$ cat config.mk
export PLATFORM = sky130hd
export DESIGN_NAME = instr_fetch_stage
export DESIGN_NICKNAME = d
export VERILOG_FILES = /design/src/rtl/mips_pkg.sv /design/src/rtl/instr_mem.sv /design/src/rtl/instr_fetch_stage.sv
export SDC_FILE = /design/constraint.sdc
export NUM_CORES = 1
export LEC_CHECK = 0
export CELL_PAD_IN_SITES_DETAIL_PLACEMENT = 0
export CELL_PAD_IN_SITES_GLOBAL_PLACEMENT = 1
export CORE_AREA = 2 2 375 377
export DETAILED_ROUTE_END_ITERATION = 8
export DIE_AREA = 0 0 377 379
export PLACE_DENSITY_LB_ADDON = 0.1
export RECOVER_POWER = 100
export SYNTH_ARGS = -nofsm -noshare
export SYNTH_HDL_FRONTEND = slang
export SYNTH_SLANG_ARGS = --single-unit
$ cat constraint.sdc
create_clock -name clk -period 6.15 [get_ports clk]
set_input_delay 1.845 -clock clk [delete_from_list [all_inputs] [get_ports clk]]
set_output_delay 1.845 -clock clk [all_outputs]
set_load 0.01 [all_outputs]
$ cat src/rtl/mips_pkg.sv
// Shared MIPS-subset definitions: opcodes, bubble encoding and fetch FSM states.
package mips_pkg;

    localparam int ADDR_W = 5;
    localparam int DATA_W = 32;

    localparam logic [5:0]        OP_J      = 6'h02;
    localparam logic [5:0]        OP_BEQ    = 6'h04;
    localparam logic [5:0]        OP_HALT   = 6'h3F;
    localparam logic [DATA_W-1:0] NOP_INSTR = 32'h0;

    typedef enum logic [1:0] {
        FS_BOOT = 2'd0,
        FS_RUN  = 2'd1,
        FS_HALT = 2'd2
    } fetch_state_e;

    function automatic logic [5:0] opcode_of(input logic [DATA_W-1:0] instr);
        return instr[DATA_W-1:DATA_W-6];
    endfunction

endpackage

$ cat src/rtl/instr_mem.sv
// 2^ADDR_W x DATA_W instruction RAM: one synchronous write port, one registered read port.
// A read and write to the same address on one edge returns the old contents; no reset.
module instr_mem #(
    parameter int ADDR_W = 5,
    parameter int DATA_W = 32
) (
    input  logic              clk,
    input  logic              we_i,
    input  logic [ADDR_W-1:0] waddr_i,
    input  logic [DATA_W-1:0] wdata_i,
    input  logic              re_i,
    input  logic [ADDR_W-1:0] raddr_i,
    output logic [DATA_W-1:0] rdata_o
);

    logic [DATA_W-1:0] mem_q [2**ADDR_W];
    logic [DATA_W-1:0] rdata_q;

    always_ff @(posedge clk) begin
        if (we_i) begin
            mem_q[waddr_i] <= wdata_i;
        end
        if (re_i) begin
            rdata_q <= mem_q[raddr_i];
        end
    end

    assign rdata_o = rdata_q;

endmodule

$ cat src/rtl/instr_fetch_stage.sv
// Fetch stage: reads instr_mem at pcIn into IF/ID one cycle later; stall holds IF/ID and PC,
// flush inserts a bubble. BOOT allows memory preload, a HALT opcode freezes fetch until reset.
module instr_fetch_stage
    import mips_pkg::*;
#(
    parameter int         ADDR_W  = mips_pkg::ADDR_W,
    parameter int         DATA_W  = mips_pkg::DATA_W,
    parameter logic [5:0] HALT_OP = OP_HALT
) (
    input  logic              clk,
    input  logic              fetchRst,
    input  logic              bootHold,
    input  logic              stall,
    input  logic              flush,
    input  logic              memWe,
    input  logic [ADDR_W-1:0] memWaddr,
    input  logic [DATA_W-1:0] memWdata,
    input  logic [ADDR_W-1:0] pcIn,
    output logic              counterLd,
    output logic [DATA_W-1:0] instrOut,
    output logic [ADDR_W-1:0] pcOut,
    output logic              validOut,
    output logic              jmpOut,
    output logic              branchOut,
    output logic [ADDR_W-1:0] targetOut,
    output logic              haltedOut
);

    fetch_state_e      state_q;
    logic              halted_q;
    logic              valid_q, valid_d;
    logic [ADDR_W-1:0] pc_q, pc_d;
    logic [DATA_W-1:0] rd_dat;
    logic [5:0]        opcode;
    logic              is_halt_op;
    logic              halt_edge;
    logic              fetch_en;
    logic              in_run;

    // The memory read register is the instruction half of IF/ID; valid_q masks it to a bubble.
    instr_mem #(
        .ADDR_W (ADDR_W),
        .DATA_W (DATA_W)
    ) u_mem (
        .clk     (clk),
        .we_i    (memWe),
        .waddr_i (memWaddr),
        .wdata_i (memWdata),
        .re_i    (fetch_en),
        .raddr_i (pcIn),
        .rdata_o (rd_dat)
    );

    assign instrOut   = valid_q ? rd_dat : NOP_INSTR;
    assign opcode     = opcode_of(instrOut);
    assign in_run     = (state_q == FS_RUN);
    assign is_halt_op = valid_q && (opcode == HALT_OP);
    assign halt_edge  = in_run && is_halt_op && !flush;
    assign fetch_en   = in_run && !fetchRst && !halt_edge && !flush && !stall;

    assign counterLd  = in_run && !stall && !is_halt_op;
    assign pcOut      = pc_q;
    assign validOut   = valid_q;
    assign jmpOut     = valid_q && (opcode == OP_J);
    assign branchOut  = valid_q && (opcode == OP_BEQ);
    assign targetOut  = instrOut[ADDR_W-1:0];
    assign haltedOut  = halted_q;

    always_ff @(posedge clk) begin
        if (fetchRst) begin
            state_q  <= FS_BOOT;
            halted_q <= 1'b0;
        end else begin
            case (state_q)
                FS_BOOT: begin
                    if (!bootHold) begin
                        state_q <= FS_RUN;
                    end
                end
                FS_RUN: begin
                    if (halt_edge) begin
                        state_q  <= FS_HALT;
                        halted_q <= 1'b1;
                    end
                end
                FS_HALT: begin
                    state_q  <= FS_HALT;
                    halted_q <= 1'b1;
                end
                default: begin
                    state_q  <= FS_BOOT;
                    halted_q <= 1'b0;
                end
            endcase
        end
    end

    // Bubble causes are checked before stall so a flush always wins.
    always_comb begin
        valid_d = valid_q;
        pc_d    = pc_q;
        if (!in_run || halt_edge || flush) begin
            valid_d = 1'b0;
            pc_d    = '0;
        end else if (!stall) begin
            valid_d = 1'b1;
            pc_d    = pcIn;
        end
    end

    always_ff @(posedge clk) begin
        if (fetchRst) begin
            valid_q <= 1'b0;
            pc_q    <= '0;
        end else begin
            valid_q <= valid_d;
            pc_q    <= pc_d;
        end
    end

endmodule

Word-level counts from Yosys, hierarchy flattened. Memories as Yosys holds them, arrays and structs flattened. A register that Yosys moved wholly into a read port is not among the register bits. Index checks and enable logic that the tools add are counted.

Word-level logic and storage cells: 44. Output and inout bits: 47. Bits in registers: 9. Memories kept: 1. Bits in writable memories: 1024. Bits of input ports: 48.

Memory list: u_mem.mem_q (words 32, width 32, read ports 1, clocked after Yosys merged registers in 1, write ports 1, line instr_mem.sv:16) `logic [DATA_W-1:0] mem_q [2**ADDR_W];`.

Multiplexer cells: 8. Bitwise gates (word level): 1. Reduce and logical (&&, ||, !) cells: 23. Equal/unequal tests: 7.

Operators with widths (count): $mux 32 (1); $logic_and 1x1->1 (11); $eq 6x2->1 const B (1); $eq 6x3->1 const B (1); $eq 6x6->1 const B (1); $logic_not 1->1 (6); $pmux 2 s3 (1); $mux 2 (2); $ne 2x2->1 const B (2); $reduce_and 2->1 (2); $mux 1 (3); $pmux 1 s3 (1); $eq 2x1->1 const B (1); $eq 2x2->1 const B (1); $logic_not 2->1 (1); $logic_or 1x1->1 (2); $reduce_or 2->1 (1); $not 1->1 (1).

Depth between registers and ports, before layout.
Depth after elaboration: 9. Depth in mapped cells: 8. Gate-level depth less buffers: 6.

Hierarchy. A second synthesis with hierarchy kept.

Cell total of the unflattened synthesis: 2357. Area, all modules: 41582.4 um2.

Modules (own cells, without submodules): instr_mem (sequential area each 31710.4 um2, times used 1, cells an instance 2260, area an instance 40805.4 um2); instr_fetch_stage (sequential area each 180.2 um2, times used 1, cells an instance 97, area an instance 777.0 um2).

Least setup slack after synthesis. OpenSTA, ideal clock, no wires.

Kind: input-to-reg. Start point: input memWaddr[1]. End point: memory u_mem.mem_q[12][0] (enable). Stages on the path: 3. Required time: 5.729 ns. Path slack: 1.871 ns. Arrival: 3.858 ns. Setup time: 0.421 ns. Path buffers: 1. Cells stage by stage: or3b_2 clkbuf_1 nor2_1.

RTL lines: start: declaration (line instr_fetch_stage.sv:16) `input logic [ADDR_W-1:0] memWaddr,`; end: declaration (line instr_mem.sv:16).

Straight into the memory's write port.

Worst setup path after layout.
Start point: input fetchRst. End point: register u_mem.rdata_q[16] (netlist: u_mem.rdata_o[16]) (read register of u_mem.mem_q) (enable).

Word-level cells in the longest chain between the ends: 5.

Ends and longest elaborated chain: start: declaration (line instr_fetch_stage.sv:11) `input logic fetchRst,`; $logic_not 1->1 (line instr_fetch_stage.sv:59) `assign fetch_en = in_run && !fetchRst && !halt_edge && !flush && !stall;`; $logic_and 1x1->1 (4 in series) (line instr_fetch_stage.sv:59); named net fetch_en (line instr_fetch_stage.sv:37) `logic fetch_en;`; end: declaration (line instr_mem.sv:17) `logic [DATA_W-1:0] rdata_q;`.

The timed path passes the listed nets, and every way through them passes these cells. A chain may end at the register's enable or synchronous reset.

==> impl_metrics.tcl <==
set metrics [dict create \
    fin_setup_tns_ns 0 \
    hold_end "state_q[1]" \
    yosysSeqAreaShare 0.7682 \
    timing.fmax_mhz 183.2 \
    gr-total-overflow 0 \
    ys.flop_type "edfxtp_1" \
    clk_latency_ns 0.73 \
    syn_avg_cell_area_sq_um 17.66 \
    p_leak_nw 16.57 \
    grt_pass1_wl_um 167200 \
    area_growth_pct 17.27 \
    worst_path_max_delay_cell "nor2_1" \
    gp_congestion 0.7181 \
    clk_pin_slew_ns 0.06 \
    crit_path_end_kind "flip-flop" \
    first_pass_iters 5 \
    core_area_sq_mm 0.1388 \
    rrSetupSlack_ns 1.12 \
    die_w_um 377 \
    postCtsHoldBufs 0 \
    antenna_found_initial 6 \
    wl_per_cell_um 26.96 \
    root_buffer "clkbuf_16" \
    cts_setup_buffers 0 \
    die_h_um 379 \
    tightest_slew_ns 3.388 \
    dieArea_sq_mm 0.1429 \
    reg2reg_depth 5 \
    cts_tree "yes" \
    whs_path_depth 2 \
    ys_ff_latch 1065 \
    drive_gt1_frac 0.09132 \
    relSlewSlack -1.259 \
    ant_nets 0 \
    synth_edf_count 1056 \
    fillCellCount 13070 \
    grt_max_degree 74 \
    cp-start-kind "primary input" \
    n_antenna_cell 0 \
    post-place-ws_ns 1.076 \
    period_share 0.8877 \
    rows 137 \
    failed_checks "capacitance limit, slew limit" \
    syn_nets 2401 \
    setup_viol 0 \
    drc_errors 0 \
    cts.sinks 1065 \
    via_per_inst 4.840 \
    finalPower_w 0.01602 \
    regToRegEndpoint "u_mem.rdata_o[16]" \
    nNetsFinal 2579 \
    worstPathRequired_ns 6.46 \
    critical_path.max_fanout 14 \
    cp_cell_sequence "dlygate4sd3_1 -> or3_1 -> nor2_1 -> clkbuf_1" \
    fin_skew_ns 0.02766 \
    syn_area_sq_mm 0.04151 \
    irDropWorstVdd_mv 0.1922 \
    critPathKind "in -> reg" \
    vias 21470 \
    cts_buffers 118 \
    yosysWarnings 0 \
    cts_max_path_buffers 3 \
    syn_inst 2350 \
    drv_cap 53 \
    drt_wl_total_um 119600 \
    r2r-start "validOut" \
    cts.htree.levels 3 \
    min_path_type "reg -> reg" \
    outcome "finished, violations left" \
    grt.total_usage 0.1665 \
    portBuffers 94 \
    postSynth.asyncResetShare 0 \
    start_util 0.2990 \
    grt_pass1_vias 22170 \
    dp_hpwl_um 67900 \
    fin_crit_ns 5.459 \
    slew_viol_final 1275 \
    hp-start "state_q[1]" \
    io_pins 95 \
    max_stage_delay_ns 1.63 \
    cellPowerDensity_mw_per_mm2 329.1 \
    synth.distinct_cells 31 \
    hold_violations 0 \
    cts_resized 0 \
    cp.arrival_ns 5.77 \
    fin_ws_ns 0.6908 \
    first_iter_violations 1229 \
    rsz0062_at_grt "false" \
]
## worst max-delay path by stage
stage	slack (ns)	startpoint	cells after the start	to
floorplan	1.87	memWaddr[1]	3	u_mem.mem_q[12][0]
global placement	1.04	stall	3	counterLd
detailed placement	1.08	stall	3	counterLd
CTS	1.07	stall	3	counterLd
global route	0.53	fetchRst	4	u_mem.rdata_o[14]
finish	0.69	fetchRst	4	u_mem.rdata_o[16]
## cells in the final DEF, fill, tap and decap left out, drive strengths merged, types with 2 or more instances in the layout
| cell type | netlist | final |
|---|---|---|
| a21oi | 99 | 99 |
| a22o | 64 | 64 |
| a22oi | 96 | 96 |
| a31oi | 32 | 32 |
| and2 | 33 | 33 |
| buf | 93 | 46 |
| bufinv | 0 | 13 |
| clkbuf | 44 | 195 |
| clkdlybuf4s50 | 0 | 36 |
| clkinv | 0 | 62 |
| clkinvlp | 0 | 3 |
| dfxtp | 9 | 9 |
| dlygate4sd3 | 0 | 57 |
| edfxtp | 1056 | 1056 |
| ha | 3 | 3 |
| inv | 3 | 5 |
| mux2i | 518 | 518 |
| nand2 | 103 | 103 |
| nand2b | 2 | 2 |
| nand3 | 101 | 101 |
| nand3b | 5 | 5 |
| nor2 | 42 | 42 |
| nor2b | 3 | 3 |
| nor3 | 32 | 32 |
| nor3b | 2 | 2 |
| or3 | 2 | 2 |
| or3b | 3 | 3 |
## registers in the layout (all words and copies together) (netlist names)
register,count
haltedOut,1
pcOut,5
state_q,2
u_mem.mem_q,1024
u_mem.rdata_o,32
validOut,1
## metal layers
metal	wire, um	track usage
met5	7	0
met1	53350	0.2173
met4	3326	0.05532
met2	58300	0.2828
met3	4584	0.02524
## layout make-up
type	count	area, sq um	area share
Multi-Input combinational cell	1145	8847	0.1817
Timing Repair Buffer	195	1807	0.03711
Sequential cell	1065	31890	0.6551
Clock inverter	80	744.5	0.01529
Inverter	3	11.26	0.0002313
Clock buffer	140	3120	0.06410
Tap cell	1807	2261	0.04644
## stage by stage
step / cell area [sq um] / hold WS (ns) / instances / utilization
finish: 48680 / 0.4772 / 4435 / 0.3506
global route: 48680 / 0.4981 / 4435 / 0.3506
CTS: 49140 / 0.4809 / 4435 / 0.3539
detailed placement: 45270 / 0.4726 / 4215 / 0.3261
global placement: 45270 / 0.4482 / 4215 / 0.3261
floorplan: 41510 / 0.4303 / 2350 / -
## synthesized netlist by cell type, types with 20 or more instances
cell	instances	area share
edfxtp_1	1056	0.76
mux2i_1	518	0.12
nand2_1	103	0.0093
nand3_1	101	0.012
a21oi_1	99	0.012
a22oi_1	96	0.017
a22o_1	64	0.014
clkbuf_1	42	0.0038
nor2_1	42	0.0038
buf_2	38	0.0046
and2_1	33	0.0050
a31oi_1	32	0.0048
nor3_1	32	0.0039
buf_4	31	0.0056
buf_6	20	0.0054
## critical path, delay by kind of cell
family / cells / cell delay, ns
buffers and inverters: 2 / 1.73
AND/OR/NAND/NOR: 2 / 2.14
## power breakdown
group / switching, W / total, W / internal (W)
clock network: 0.00287 / 0.00701 / 0.00414
registers: 0.0000422 / 0.00814 / 0.00810
logic: 0.000573 / 0.000866 / 0.000293
## cell families (layout without fill, tap and decap cells)
group / Yosys count / count (layout) / synth area share
multiplexers: 518 / 518 / 0.1249
flip-flops: 1065 / 1065 / 0.7682
buffers and inverters: 140 / 418 / 0.02040
adder cells (fa/ha/maj): 3 / 3 / 0.0009043
AO/OA/AOI/OAI: 293 / 293 / 0.04804
AND/OR/NAND/NOR: 331 / 331 / 0.03753
No activity file was read; power rests on OpenSTA's default activity.
